## src/rtl/instr_fetch_queue.sv

```systemverilog
// Instruction fetch queue: issues ROM reads for incoming PCs and buffers
// {pc, word} pairs in a small FIFO for the decoder, with flush support.
module instr_fetch_queue #(
    parameter int ADDR_W  = 5,
    parameter int INSTR_W = 16,
    parameter int DEPTH   = 4
) (
    input  logic                       clk,
    input  logic                       rst,
    input  logic                       pc_valid,
    input  logic [ADDR_W-1:0]          pc_count,
    output logic                       pc_stall,
    output logic                       rom_en,
    output logic [ADDR_W-1:0]          rom_addr,
    input  logic [INSTR_W-1:0]         rom_data,
    input  logic                       flush,
    output logic                       instr_valid,
    input  logic                       instr_ready,
    output logic [INSTR_W-1:0]         instr_data,
    output logic [ADDR_W-1:0]          instr_pc,
    output logic [$clog2(DEPTH):0]     fifo_level
);
    localparam int PW = $clog2(DEPTH);
    localparam int LW = PW + 1;
    localparam int SW = LW + 1;

    logic [PW-1:0]      wr_ptr, rd_ptr;
    logic [LW-1:0]      level;
    logic               inflight;
    logic [ADDR_W-1:0]  issued_addr;
    logic [INSTR_W-1:0] data_mem [DEPTH];
    logic [ADDR_W-1:0]  pc_mem   [DEPTH];
    logic               push, pop;

    // Count the read in flight as occupied so its push always has a slot.
    assign pc_stall    = ({1'b0, level} + SW'(inflight)) >= SW'(DEPTH);
    assign rom_en      = pc_valid & ~pc_stall & ~flush;
    assign rom_addr    = pc_count;

    assign instr_valid = (level != '0) & ~flush;
    assign push        = inflight & ~flush;
    assign pop         = instr_valid & instr_ready;

    assign instr_data  = (level != '0) ? data_mem[rd_ptr] : '0;
    assign instr_pc    = (level != '0) ? pc_mem[rd_ptr]   : '0;
    assign fifo_level  = level;

    always_ff @(posedge clk) begin
        if (rst) begin
            wr_ptr      <= '0;
            rd_ptr      <= '0;
            level       <= '0;
            inflight    <= 1'b0;
            issued_addr <= '0;
        end else if (flush) begin
            wr_ptr      <= '0;
            rd_ptr      <= '0;
            level       <= '0;
            inflight    <= 1'b0;
        end else begin
            inflight    <= rom_en;
            issued_addr <= pc_count;
            if (push) wr_ptr <= wr_ptr + PW'(1);
            if (pop)  rd_ptr <= rd_ptr + PW'(1);
            if (push && !pop)
                level <= level + LW'(1);
            else if (pop && !push)
                level <= level - LW'(1);
        end
    end

    // Storage needs no reset; the outputs are masked while the queue is empty.
    always_ff @(posedge clk) begin
        if (push && !rst) begin
            data_mem[wr_ptr] <= rom_data;
            pc_mem[wr_ptr]   <= issued_addr;
        end
    end
endmodule

```

## config.mk

```make
export PLATFORM = sky130hd
export DESIGN_NAME = instr_fetch_queue
export DESIGN_NICKNAME = d
export VERILOG_FILES = /design/src/rtl/instr_fetch_queue.sv
export SDC_FILE = /design/constraint.sdc
export NUM_CORES = 1
export LEC_CHECK = 0
export BUFFER_PORTS_ARGS = -buffer_cell sky130_fd_sc_hd__buf_2
export CAP_MARGIN = 0
export CORE_MARGIN = 2
export CORE_UTILIZATION = 51
export DETAILED_ROUTE_END_ITERATION = 10
export GPL_ROUTABILITY_DRIVEN = 0
export PLACE_DENSITY_LB_ADDON = 0.25
export SYNTH_ARGS = -nofsm -noshare
export SYNTH_HDL_FRONTEND = slang
export SYNTH_SLANG_ARGS = --single-unit
```

## constraint.sdc

```tcl
create_clock -name clk -period 2.2 [get_ports clk]
set_clock_uncertainty 0.1 [all_clocks]
set_input_delay 0.33 -clock clk [delete_from_list [all_inputs] [get_ports clk]]
set_output_delay 0.33 -clock clk [all_outputs]
set_load 0.1 [all_outputs]
```

## Yosys cells after proc, flatten, opt, wreduce, memory -nomap -nowiden

Memory sizes are Yosys's and may differ from the RTL's. A register that Yosys moved wholly into a read port is not among the register bits.
Cells that the tools add are included.

| operators by class | value |
|---|---|
| shifts and indexed selects | 0 |
| reduce and logical (&&, ||, !) cells | 9 |
| multipliers | 0 |
| add/sub/neg operators | 5 |
| $lt $le $gt $ge | 1 |
| divide/modulo/power cells | 0 |
| bitwise gates (word level) | 7 |
| equal/unequal tests | 0 |
| multiplexer cells | 10 |

Operators by type and width:

| operator | count |
|---|---|
| 2-to-1 mux 16 bit | 1 |
| 2-to-1 mux 2 bit | 4 |
| 2-to-1 mux 3 bit | 2 |
| bitwise AND 1 bit | 5 |
| 2-to-1 mux 5 bit | 1 |
| adder 2 x 1 -> 2 bit (second input constant) | 2 |
| adder 3 x 1 -> 4 bit | 1 |
| >= comparator 4 x 3 -> 1 bit (second input constant) | 1 |
| adder 3 x 1 -> 3 bit (second input constant) | 1 |
| logical AND 1 bit | 3 |
| logical NOT 1 bit | 3 |
| nonzero test 3 bit | 1 |
| subtractor 3 x 1 -> 3 bit (second input constant) | 1 |
| 2-to-1 mux 1 bit | 2 |
| inverter 1 bit | 2 |
| nonzero test 2 bit | 1 |
| OR reduction 2 bit | 1 |

| word-level totals | value |
|---|---|
| input bits | 26 |
| bits in read-only memories | 0 |
| bits in writable memories | 84 |
| memories kept | 2 |
| latch bits | 0 |
| flip-flop bits (word level) | 13 |

Memories:

| name | depth | width | rd ports | clocked after Yosys merged registers in | wr ports | RTL line | text |
|---|---|---|---|---|---|---|---|
| data_mem | 4 | 16 | 1 | 1 | 1 | 31 | `logic [INSTR_W-1:0] data_mem [DEPTH];` |
| pc_mem | 4 | 5 | 1 | 1 | 1 | 32 | `logic [ADDR_W-1:0] pc_mem [DEPTH];` |

## Depth between registers and ports, before layout

Gate-level depths: netlist of the first run.

| depth | value |
|---|---|
| depth after elaboration | 6 |
| mapped depth | 8 |
| gate-level depth less buffers | 8 |

## Worst setup path after synthesis of the first run

Ideal clock, no wire load.

| timing | value |
|---|---|
| path type | register -> output |
| start | register level[0], in the netlist fifo_level[0] |
| end | output instr_data[1] |
| cell stages (with the launch flop) | 4 |
| path slack | -1.074 ns |
| arrival time | 2.844 ns |
| data required time | 1.770 ns |
| cells stage by stage | dfxtp_1 > nor3_2 > buf_2 > nor2b_1 |

| between the ends | value |
|---|---|
| longest elaborated chain between the ends | 2 |

RTL lines:

| item | RTL line | text |
|---|---|---|
| start, declared | 28 | `logic [LW-1:0] level;` |
| start signal, assigned | 66 | `level <= level + LW'(1);` |
| start signal, assigned | 68 | `level <= level - LW'(1);` |
| nonzero test 3 bit | 44 | `assign instr_data = (level != '0) ? data_mem[rd_ptr] : '0;` |
| 2-to-1 mux 16 bit | 44 |  |
| end, declared | 19 | `output logic [INSTR_W-1:0] instr_data,` |

No other way between the ends.

==> results of run 1 <==
==> repair_timing <==
item,4_1_cts,5_1_grt
pin swaps,0,2
buffers inserted,1,1
endpoints found under the setup margin,18,19
resized for setup,3,6
==> final cells by class <==
class | count | area share (%)
Sequential cell | 99 | 56.2
Multi-Input combinational cell | 93 | 22.9
Timing Repair Buffer | 71 | 15.2
Clock buffer | 9 | 2.45
Tap cell | 99 | 2.45
Clock inverter | 5 | 0.644
Inverter | 3 | 0.223
==> synthesized netlist by cell type (3+ instances only) <==
master                     count  area share (%)
sky130_fd_sc_hd__edfxtp_1     84              64
sky130_fd_sc_hd__mux4_2       20              11
sky130_fd_sc_hd__nor2b_1      20             3.2
sky130_fd_sc_hd__dfxtp_1      15             7.7
sky130_fd_sc_hd__nor2_1       14             1.3
sky130_fd_sc_hd__mux2i_1       7             1.8
sky130_fd_sc_hd__and3_1        5            0.80
sky130_fd_sc_hd__buf_2         5            0.64
sky130_fd_sc_hd__buf_4         5            0.96
sky130_fd_sc_hd__ha_1          5             1.6
sky130_fd_sc_hd__inv_1         3            0.29
sky130_fd_sc_hd__nor2b_4       3             1.1
sky130_fd_sc_hd__xor2_1        3            0.67
==> stage by stage <==
step	total power, mW	utilization (%)	setup slack (ns)	instance area, sq um	hold slack, ns
finish	3.37	68.9	0.0231	5050	0.0983
global placement	2.45	66.3	0.0954	4860	0.372
detailed placement	2.45	66.3	0.0567	4860	0.399
global route	3.49	68.9	-0.0374	5050	0.0790
floorplan	2.33	-	0.0230	4080	0.302
CTS	3.40	68.6	0.0000784	5030	0.0815
==> power groups by stage <==
stage	sequential [mW]	combinational (mW)	clock, mW
global placement	2.10	0.351	0
finish	2.05	0.357	0.959
global route	2.05	0.374	1.06
detailed placement	2.10	0.357	0
CTS	2.05	0.359	0.990
floorplan	2.10	0.233	0
==> path summary, 6_finish.rpt <==
check,startpoint,to,cells after the start
max,register,instr_pc[3],4
min,rom_data[12],data_mem[1][12],1
max reg2reg,fifo_level[1],fifo_level[2],8
min reg2reg,rd_ptr[1],register,2
==> per-layer routing <==
layer	up-vias	GRT usage [%]
li1	931	-
met2	46	29.7
met3	9	3.20
met5	-	0
met1	1024	22.5
met4	0	6.44
==> cells by family (layout without fill, tap and decap cells) <==
group,after synthesis,count (layout),synth area share [%]
DFF,99,99,72.0
and+or+nand+nor,50,50,7.66
muxes,28,28,14.0
buffers and inverters,17,88,2.65
adders and majority gates,6,6,2.11
AOI/OAI and AO/OA,5,5,0.703
xor gates and xnor gates,4,4,0.894
==> registers in the layout, summed over array words and instances (netlist names), named ones only <==
signal,cells
rd_ptr,2
data_mem,64
wr_ptr,2
fifo_level,3
issued_addr,5
inflight,1
pc_mem,20
==> cell usage in the layout (no fill, tap or decap), types with 2 or more instances in the layout <==
cell,netlist,layout
sky130_fd_sc_hd__edfxtp_1,84,84
sky130_fd_sc_hd__buf_2,5,36
sky130_fd_sc_hd__buf_12,0,25
sky130_fd_sc_hd__mux4_2,20,20
sky130_fd_sc_hd__nor2b_4,3,20
sky130_fd_sc_hd__nor2_1,14,13
sky130_fd_sc_hd__dfxtp_1,15,11
sky130_fd_sc_hd__clkbuf_8,0,9
sky130_fd_sc_hd__buf_4,5,8
sky130_fd_sc_hd__mux2i_1,7,7
sky130_fd_sc_hd__and3_1,5,5
sky130_fd_sc_hd__ha_1,5,4
sky130_fd_sc_hd__dfxtp_4,0,4
sky130_fd_sc_hd__inv_1,3,3
sky130_fd_sc_hd__xor2_1,3,3
sky130_fd_sc_hd__nor2b_1,20,2
sky130_fd_sc_hd__o21ai_0,2,2
sky130_fd_sc_hd__or3_1,2,2
sky130_fd_sc_hd__a21oi_1,2,2
sky130_fd_sc_hd__clkinvlp_4,0,2
==> flow_summary.yaml, run 1 <==
clocking:
  number_of_cts_inserted_buffers: 9
  hold_buffers: 0
  clk_path_buf_depth: 2
  cts_htree_levels: 3
  worst_skew_pair.late_latency_ns: 0.35
  tritoncts: "yes"
  clkSlewWorstSetupHoldPaths_ns: 0.09
  clockRootBuffer: "sky130_fd_sc_hd__clkbuf_8"
  clock_sink_count: 99
route:
  firstDrtPassIters: 4
  post-route-drc-count: 0
  route.top_layer_used: "met4"
  route.layer.met1.wl_mm: 3.00
  met3RoutedLength_um: 253
  route.vias.total: 2010
  route.antenna.remaining_nets: 0
  routed_wirelength_mm: 6.75
  per_cell_routed_wire_length_um: 17.8
  vias_per_cell: 5.30
  dr_wl_met2_mm: 3.42
  drt_first_iter_violations: 146
yosys:
  synth_nets: 241
  ys_ff_latch: 99
  post_synth.cell_area_avg_sq_um: 18.8
  postSynthCellCount: 209
  synth_enable_flop_cells: 84
  synth.lib_cells_used.distinct: 28
  yosys_warnings: 0
  ys_seq_area_share_pct: 72.0
  synthArstFlopShare_pct: 0
  synth_ff_type: "sky130_fd_sc_hd__edfxtp_1"
  mappedNetlistArea_sq_um: 3920
placed_design:
  dpl.hpwl_mm: 4.47
  port_buffers: 57
  place_inst: 363
pwr:
  cell_leakage_power_nw: 1.79
  power.share.clock_pct: 28.5
  switchingPower_uw: 816
  switching_share_of_power_pct: 24.2
  powerDensity_nw_per_um2: 666
  peak_vdd_ir_uv: 370
  power.internal_mw: 2.55
  combinationalPowerShare_pct: 10.6
  power_frac_seq_pct: 60.9
worst_setup_path:
  cp-start-kind: "register"
  worstPathArrival_ns: 1.75
  ff2ff_setup_slack_ns: 0.12
  critPathKind: "reg -> out"
  crit_path_buf_inv_count: 2
  path_max_fanout: 6
  critPathMaxStageDelay_ns: 0.52
  worst_ep_required_time_ns: 1.77
  crit_chain: "buf_6 -> mux4_2 -> nor2b_4 -> buf_12"
  timing.critical_path.slowest_stage_cell: "sky130_fd_sc_hd__mux4_2"
  end_kind: "output pin"
  critical-path-top-delay-family: "multiplexers"
finish:
  finalNonFillerCells: 379
  num_antenna_cells: 0
  fillerInstances: 454
  fraction_of_layout_instances_using_a_drive_strength_above_1_pct: 48.2
  multiInputGateArea_sq_um: 1160
  register_area_sq_um: 2840
  final_net_count: 309
  area_growth_pct: 29.0
die:
  start_util_pct: 53.5
  die_area_sq_um: 8400
  die_w_um: 91.7
  placementRows: 31
  ioPinCount: 58
  placeableCoreArea_sq_um: 7330
  chipHeight_um: 91.7
timing:
  sum_neg_setup_slack_ns: 0
  max_clock_freq_mhz: 459
  slew_viol_final: 0
  final_report_hold_violation_count: 0
  post-route-min-period_ns: 2.18
  slew-limit-headroom_pct: 67.6
  post-route-period-util_pct: 98.9
  setup_viol_count_final: 0
  grt_setup_unrepaired: "yes"
  worst_slew_pin_slew_ns: 0.489
hold_path:
  class_of_the_worst_hold_path: "in -> reg"
outcome:
  status: "completed"
run:
  timing.max_cap.violations: 0
global_routing:
  grt_pass1_vias: 2184
  grt_overflow: 0
  grt_first_pass_wirelength_mm: 11.0
  grt_util_overall_pct: 17.5
  grt_start_max_net_pins: 25
  number_of_antenna_violations_at_the_first_check_in_global_routing: 0
(Power assumes the default switching activity.)
==> run 2, diff against run 1 <==
REMOVE_ABC_BUFFERS = 1   (was not set)
==> run 2 against run 1 <==
  * Die area unchanged
  * Worst setup slack worse by 0.0079 ns
  * Highest routed layer unchanged
  * Critical endpoint is now instr_data[4]
  * Total power up 4.2%
==> flow_summary.yaml, run 2 (synthesis gave the netlist of run 1 again) <==
route:
  route.vias.total: 2011
  per_cell_routed_wire_length_um: 17.0
  post-route-drc-count: 0
  firstDrtPassIters: 4
  dr_wl_met2_mm: 3.38
  vias_per_cell: 5.20
  route.layer.met1.wl_mm: 2.84
  route.antenna.remaining_nets: 0
  met3RoutedLength_um: 231
  drt_first_iter_violations: 66
  route.top_layer_used: "met4"
  routed_wirelength_mm: 6.56
die:
  start_util_pct: 53.5
  die_w_um: 91.7
  placeableCoreArea_sq_um: 7330
  chipHeight_um: 91.7
  die_area_sq_um: 8400
  ioPinCount: 58
  placementRows: 31
pwr:
  power.internal_mw: 2.67
  powerDensity_nw_per_um2: 720
  power_frac_seq_pct: 58.5
  peak_vdd_ir_uv: 381
  post-layout-total-power_mw: 3.51
  switching_share_of_power_pct: 23.9
  power.share.clock_pct: 32.2
  cell_leakage_power_nw: 1.74
  switchingPower_uw: 839
  combinationalPowerShare_pct: 9.3
timing:
  grt_setup_unrepaired: "yes"
  post-route-period-util_pct: 99.3
  max_clock_freq_mhz: 458
  final.setup.worst_slack_ns: 0.0152
  slew-limit-headroom_pct: 67.8
  sum_neg_setup_slack_ns: 0
  slew_viol_final: 0
  worst_slew_pin_slew_ns: 0.486
  whs_ns: 0.0817
  post-route-min-period_ns: 2.18
  final_report_hold_violation_count: 0
  setup_viol_count_final: 0
clocking:
  hold_buffers: 0
  cts_htree_levels: 3
  clkSlewWorstSetupHoldPaths_ns: 0.09
  clockRootBuffer: "sky130_fd_sc_hd__clkbuf_8"
  clk_path_buf_depth: 2
  cts_post_setup_buffers_inserted: 0
  number_of_cts_inserted_buffers: 9
  clock_sink_count: 99
  tritoncts: "yes"
  worst_skew_pair.late_latency_ns: 0.35
worst_setup_path:
  crit_path_buf_inv_count: 2
  path_max_fanout: 6
  critPathKind: "reg -> out"
  worstPathArrival_ns: 1.75
  crit_chain: "clkbuf_16 -> mux4_2 -> nor2b_1 -> buf_6"
  end_kind: "output pin"
  worst_ep_required_time_ns: 1.77
  critPathMaxStageDelay_ns: 0.48
  timing.critical_path.slowest_stage_cell: "sky130_fd_sc_hd__mux4_2"
  cp-start-kind: "register"
  critical-path-top-delay-family: "multiplexers"
finish:
  finalNonFillerCells: 387
  largest_register: "data_mem"
  final_net_count: 315
  most_common_library_cell_in_the_layout_ignoring_fill_and_taps: "sky130_fd_sc_hd__edfxtp_1"
  num_antenna_cells: 0
  fraction_of_layout_instances_using_a_drive_strength_above_1_pct: 43.4
  layout.core_utilization_pct: 66.4
  final_design_area_no_fill_sq_um: 4870
  layout_common_cells: "sky130_fd_sc_hd__edfxtp_1 (84), sky130_fd_sc_hd__buf_2 (36), sky130_fd_sc_hd__mux4_2 (21), sky130_fd_sc_hd__nor2b_1 (16), sky130_fd_sc_hd__buf_4 (16)"
  area_growth_pct: 24.2
  largestRegisters: "data_mem (64), pc_mem (20), issued_addr (5)"
  largest_reg_flops: 64
  fillerInstances: 497
placed_design:
  port_buffers: 57
  post_dp_cell_area_sq_um: 4410
  place_inst: 370
  dpl.hpwl_mm: 4.21
  preCtsSetupSlack_ns: 0.0919
global_routing:
  number_of_antenna_violations_at_the_first_check_in_global_routing: 0
  grt_util_overall_pct: 16.9
  grt_first_pass_wirelength_mm: 10.4
  grt_start_max_net_pins: 25
  grt_overflow: 0
  grt_pass1_vias: 1981
hold_path:
  class_of_the_worst_hold_path: "in -> reg"
outcome:
  status: "completed"
run:
  timing.max_cap.violations: 0
==> run 2: final cells by class <==
| type | count | area, sq um | share of cell area, % |
|---|---|---|---|
| multi-input cells | 93 | 1030 | 21.2 |
| inverters | 3 | 11.3 | 0.231 |
| well taps | 99 | 124 | 2.54 |
| flip-flops and latches | 99 | 2830 | 58.1 |
| clock inverters | 6 | 65.1 | 1.34 |
| clock buffers | 10 | 128 | 2.62 |
| repair buffers | 77 | 683 | 14.0 |
==> run 2: metal layers <==
| layer | global-route usage [%] | vias up |
|---|---|---|
| met5 | 0 | - |
| met1 | 21.8 | 1010 |
| met4 | 9.09 | 0 |
| met2 | 27.6 | 51 |
| met3 | 2.71 | 9 |
| li1 | - | 941 |
==> run 2: power by group through the flow <==
stage          sequential, mW  clock [mW]  combinational [mW]
2_1_floorplan            2.11           0               0.159
3_3_place_gp             2.10           0               0.290
3_5_place_dp             2.10           0               0.293
4_1_cts                  2.05        1.16               0.312
5_1_grt                  2.05        1.24               0.341
6_report                 2.05        1.13               0.327
==> run 2: timing repair <==
action | in CTS | in global routing
cloned | 0 | 1
endpoints found under the setup margin | 21 | 22
resized for setup | 45 | 27
==> run 2: worst register-to-register path, stage by stage, from the launching register on <==
cell                      delay (ns)
sky130_fd_sc_hd__dfxtp_1        0.33
sky130_fd_sc_hd__o31ai_2        0.27
sky130_fd_sc_hd__or2_2          0.15
sky130_fd_sc_hd__ha_1           0.16
sky130_fd_sc_hd__inv_1          0.06
sky130_fd_sc_hd__fa_1           0.37
sky130_fd_sc_hd__xor2_1         0.16
sky130_fd_sc_hd__or3_1          0.31
sky130_fd_sc_hd__a21oi_1        0.14
==> run 2: path summary, 6_finish.rpt <==
path | startpoint | endpoint | slack [ns] | cells after the start
min reg2reg | rd_ptr[1] | register | 0.41 | 2
max reg2reg | fifo_level[2] | fifo_level[2] | 0.10 | 8
max | register | instr_data[4] | 0.02 | 4
min | rom_data[10] | data_mem[0][10] | 0.08 | 1
==> run 3, diff against run 2 <==
CORE_MARGIN = 1   (was 2)
CORE_UTILIZATION = 53   (was 51)
CTS_BUF_LIST = sky130_fd_sc_hd__clkbuf_8   (was not set)
==> run 3 against run 2 <==
  * The run now ends with negative setup slack left
  * Critical path depth did not move
  * Global-route usage rose by 1.9 points
  * Total power rose by 0.52%
  * Routed wire length rose by 5.5%
  * Register-to-register slack barely moved
  * Sequential share of layout area fell by 2.4 points
  * Combinational power rose by 8.6%
  * Sequential power barely moved
  * First-iteration DRC count rose by 85%
  * Critical path type unchanged
  * Critical endpoint is now instr_data[11]
==> flow_summary.yaml, run 3 (synthesis gave the netlist of run 1 again) <==
outcome:
  status: "finished with violations"
  failed_checks: "negative setup slack"
clocking:
  number_of_cts_inserted_buffers: 9
  hold_buffers: 0
  worst_skew_pair.late_latency_ns: 0.35
  clock_sink_count: 99
  clk_path_buf_depth: 2
  clkSlewWorstSetupHoldPaths_ns: 0.10
  tritoncts: "yes"
  clockRootBuffer: "sky130_fd_sc_hd__clkbuf_8"
  cts_htree_levels: 3
finish:
  largest_register: "data_mem"
  area_growth_pct: 29.5
  fillerInstances: 426
  largestRegisters: "data_mem (64), pc_mem (20), issued_addr (5)"
  num_antenna_cells: 0
  most_common_library_cell_in_the_layout_ignoring_fill_and_taps: "sky130_fd_sc_hd__edfxtp_1"
  finalNonFillerCells: 385
  fraction_of_layout_instances_using_a_drive_strength_above_1_pct: 46.4
  layout_common_cells: "sky130_fd_sc_hd__edfxtp_1 (84), sky130_fd_sc_hd__buf_2 (36), sky130_fd_sc_hd__mux4_2 (21), sky130_fd_sc_hd__buf_12 (20), sky130_fd_sc_hd__nor2b_4 (15)"
  final_net_count: 317
  final_design_area_no_fill_sq_um: 5070
  largest_reg_flops: 64
  layout.core_utilization_pct: 72.7
global_routing:
  grt_overflow: 0
  grt_first_pass_wirelength_mm: 10.1
  number_of_antenna_violations_at_the_first_check_in_global_routing: 0
  grt_pass1_vias: 2047
  grt_util_overall_pct: 18.8
  grt_start_max_net_pins: 19
worst_setup_path:
  path_max_fanout: 5
  worst_ep_required_time_ns: 1.77
  rr_worst_depth: 8
  end_kind: "output pin"
  critPathKind: "reg -> out"
  worstPathArrival_ns: 1.78
  cp-start-kind: "register"
timing:
  grt_setup_unrepaired: "yes"
  post-route-period-util_pct: 100
  setup_viol_count_final: 8
  worst_slew_pin_slew_ns: 0.484
  post-route-min-period_ns: 2.21
  slew_viol_final: 0
  whs_ns: 0.0838
  max_clock_freq_mhz: 453
  final_report_hold_violation_count: 0
  slew-limit-headroom_pct: 68.0
  sum_neg_setup_slack_ns: -0.0254
  final.setup.worst_slack_ns: -0.00993
pwr:
  post-layout-total-power_mw: 3.53
  peak_vdd_ir_uv: 458
  powerDensity_nw_per_um2: 695
  cell_leakage_power_nw: 1.81
placed_design:
  post_dp_cell_area_sq_um: 4420
  port_buffers: 57
  preCtsSetupSlack_ns: 0.119
  place_inst: 366
  dpl.hpwl_mm: 4.32
route:
  route.antenna.remaining_nets: 0
  route.vias.total: 2026
  per_cell_routed_wire_length_um: 18.0
  vias_per_cell: 5.26
  drt_first_iter_violations: 122
  routed_wirelength_mm: 6.93
  post-route-drc-count: 0
  firstDrtPassIters: 4
hold_path:
  hold_depth: 1
  class_of_the_worst_hold_path: "in -> reg"
die:
  chipHeight_um: 88.0
  ioPinCount: 58
  placementRows: 30
  die_area_sq_um: 7740
  start_util_pct: 56.1
  die_w_um: 88.0
  placeableCoreArea_sq_um: 6980
run:
  timing.max_cap.violations: 0
run 3: worst max-delay path, cell delays in order, from the launching register on:
cell and delay, ns:
sky130_fd_sc_hd__dfxtp_4 0.45, sky130_fd_sc_hd__clkbuf_16 0.18, sky130_fd_sc_hd__mux4_2 0.49, sky130_fd_sc_hd__nor2b_4 0.15, sky130_fd_sc_hd__buf_12 0.16
run 3: repair_timing:
item	CTS	global route
gates cloned	1	2
setup endpoints to repair	22	22
resized for setup	45	61
pin swaps	1	0
setup buffers	1	0
run 3: power breakdown:
group	switching (mW)	total (mW)	internal, mW
registers	0.0111	2.05	2.04
logic	0.237	0.355	0.117
clock network	0.598	1.12	0.519
run 3: area by class of cell:
cell class	count	area (sq um)	area share, %
Timing Repair Buffer	79	835	16.4
Tap cell	96	120	2.37
Clock inverter	6	65.1	1.28
Multi-Input combinational cell	93	1090	21.5
Clock buffer	9	124	2.44
Inverter	3	11.3	0.222
Sequential cell	99	2830	55.7
run 3: metal layers:
metal | wire [um] | vias up | track usage [%]
met1 | 2930 | 1017 | 22.9
met3 | 258 | 9 | 3.39
met4 | 71 | 0 | 8.05
li1 | - | 943 | -
met2 | 3670 | 57 | 32.9
met5 | 0 | - | 0
run 3: final timing paths:
kind | from | to | slack [ns]
setup / recovery | register | instr_data[11] | -0.01
hold / removal | rom_data[7] | data_mem[0][7] | 0.08
setup reg to reg | fifo_level[2] | fifo_level[2] | 0.11
hold reg to reg | issued_addr[1] | pc_mem[3][1] | 0.42
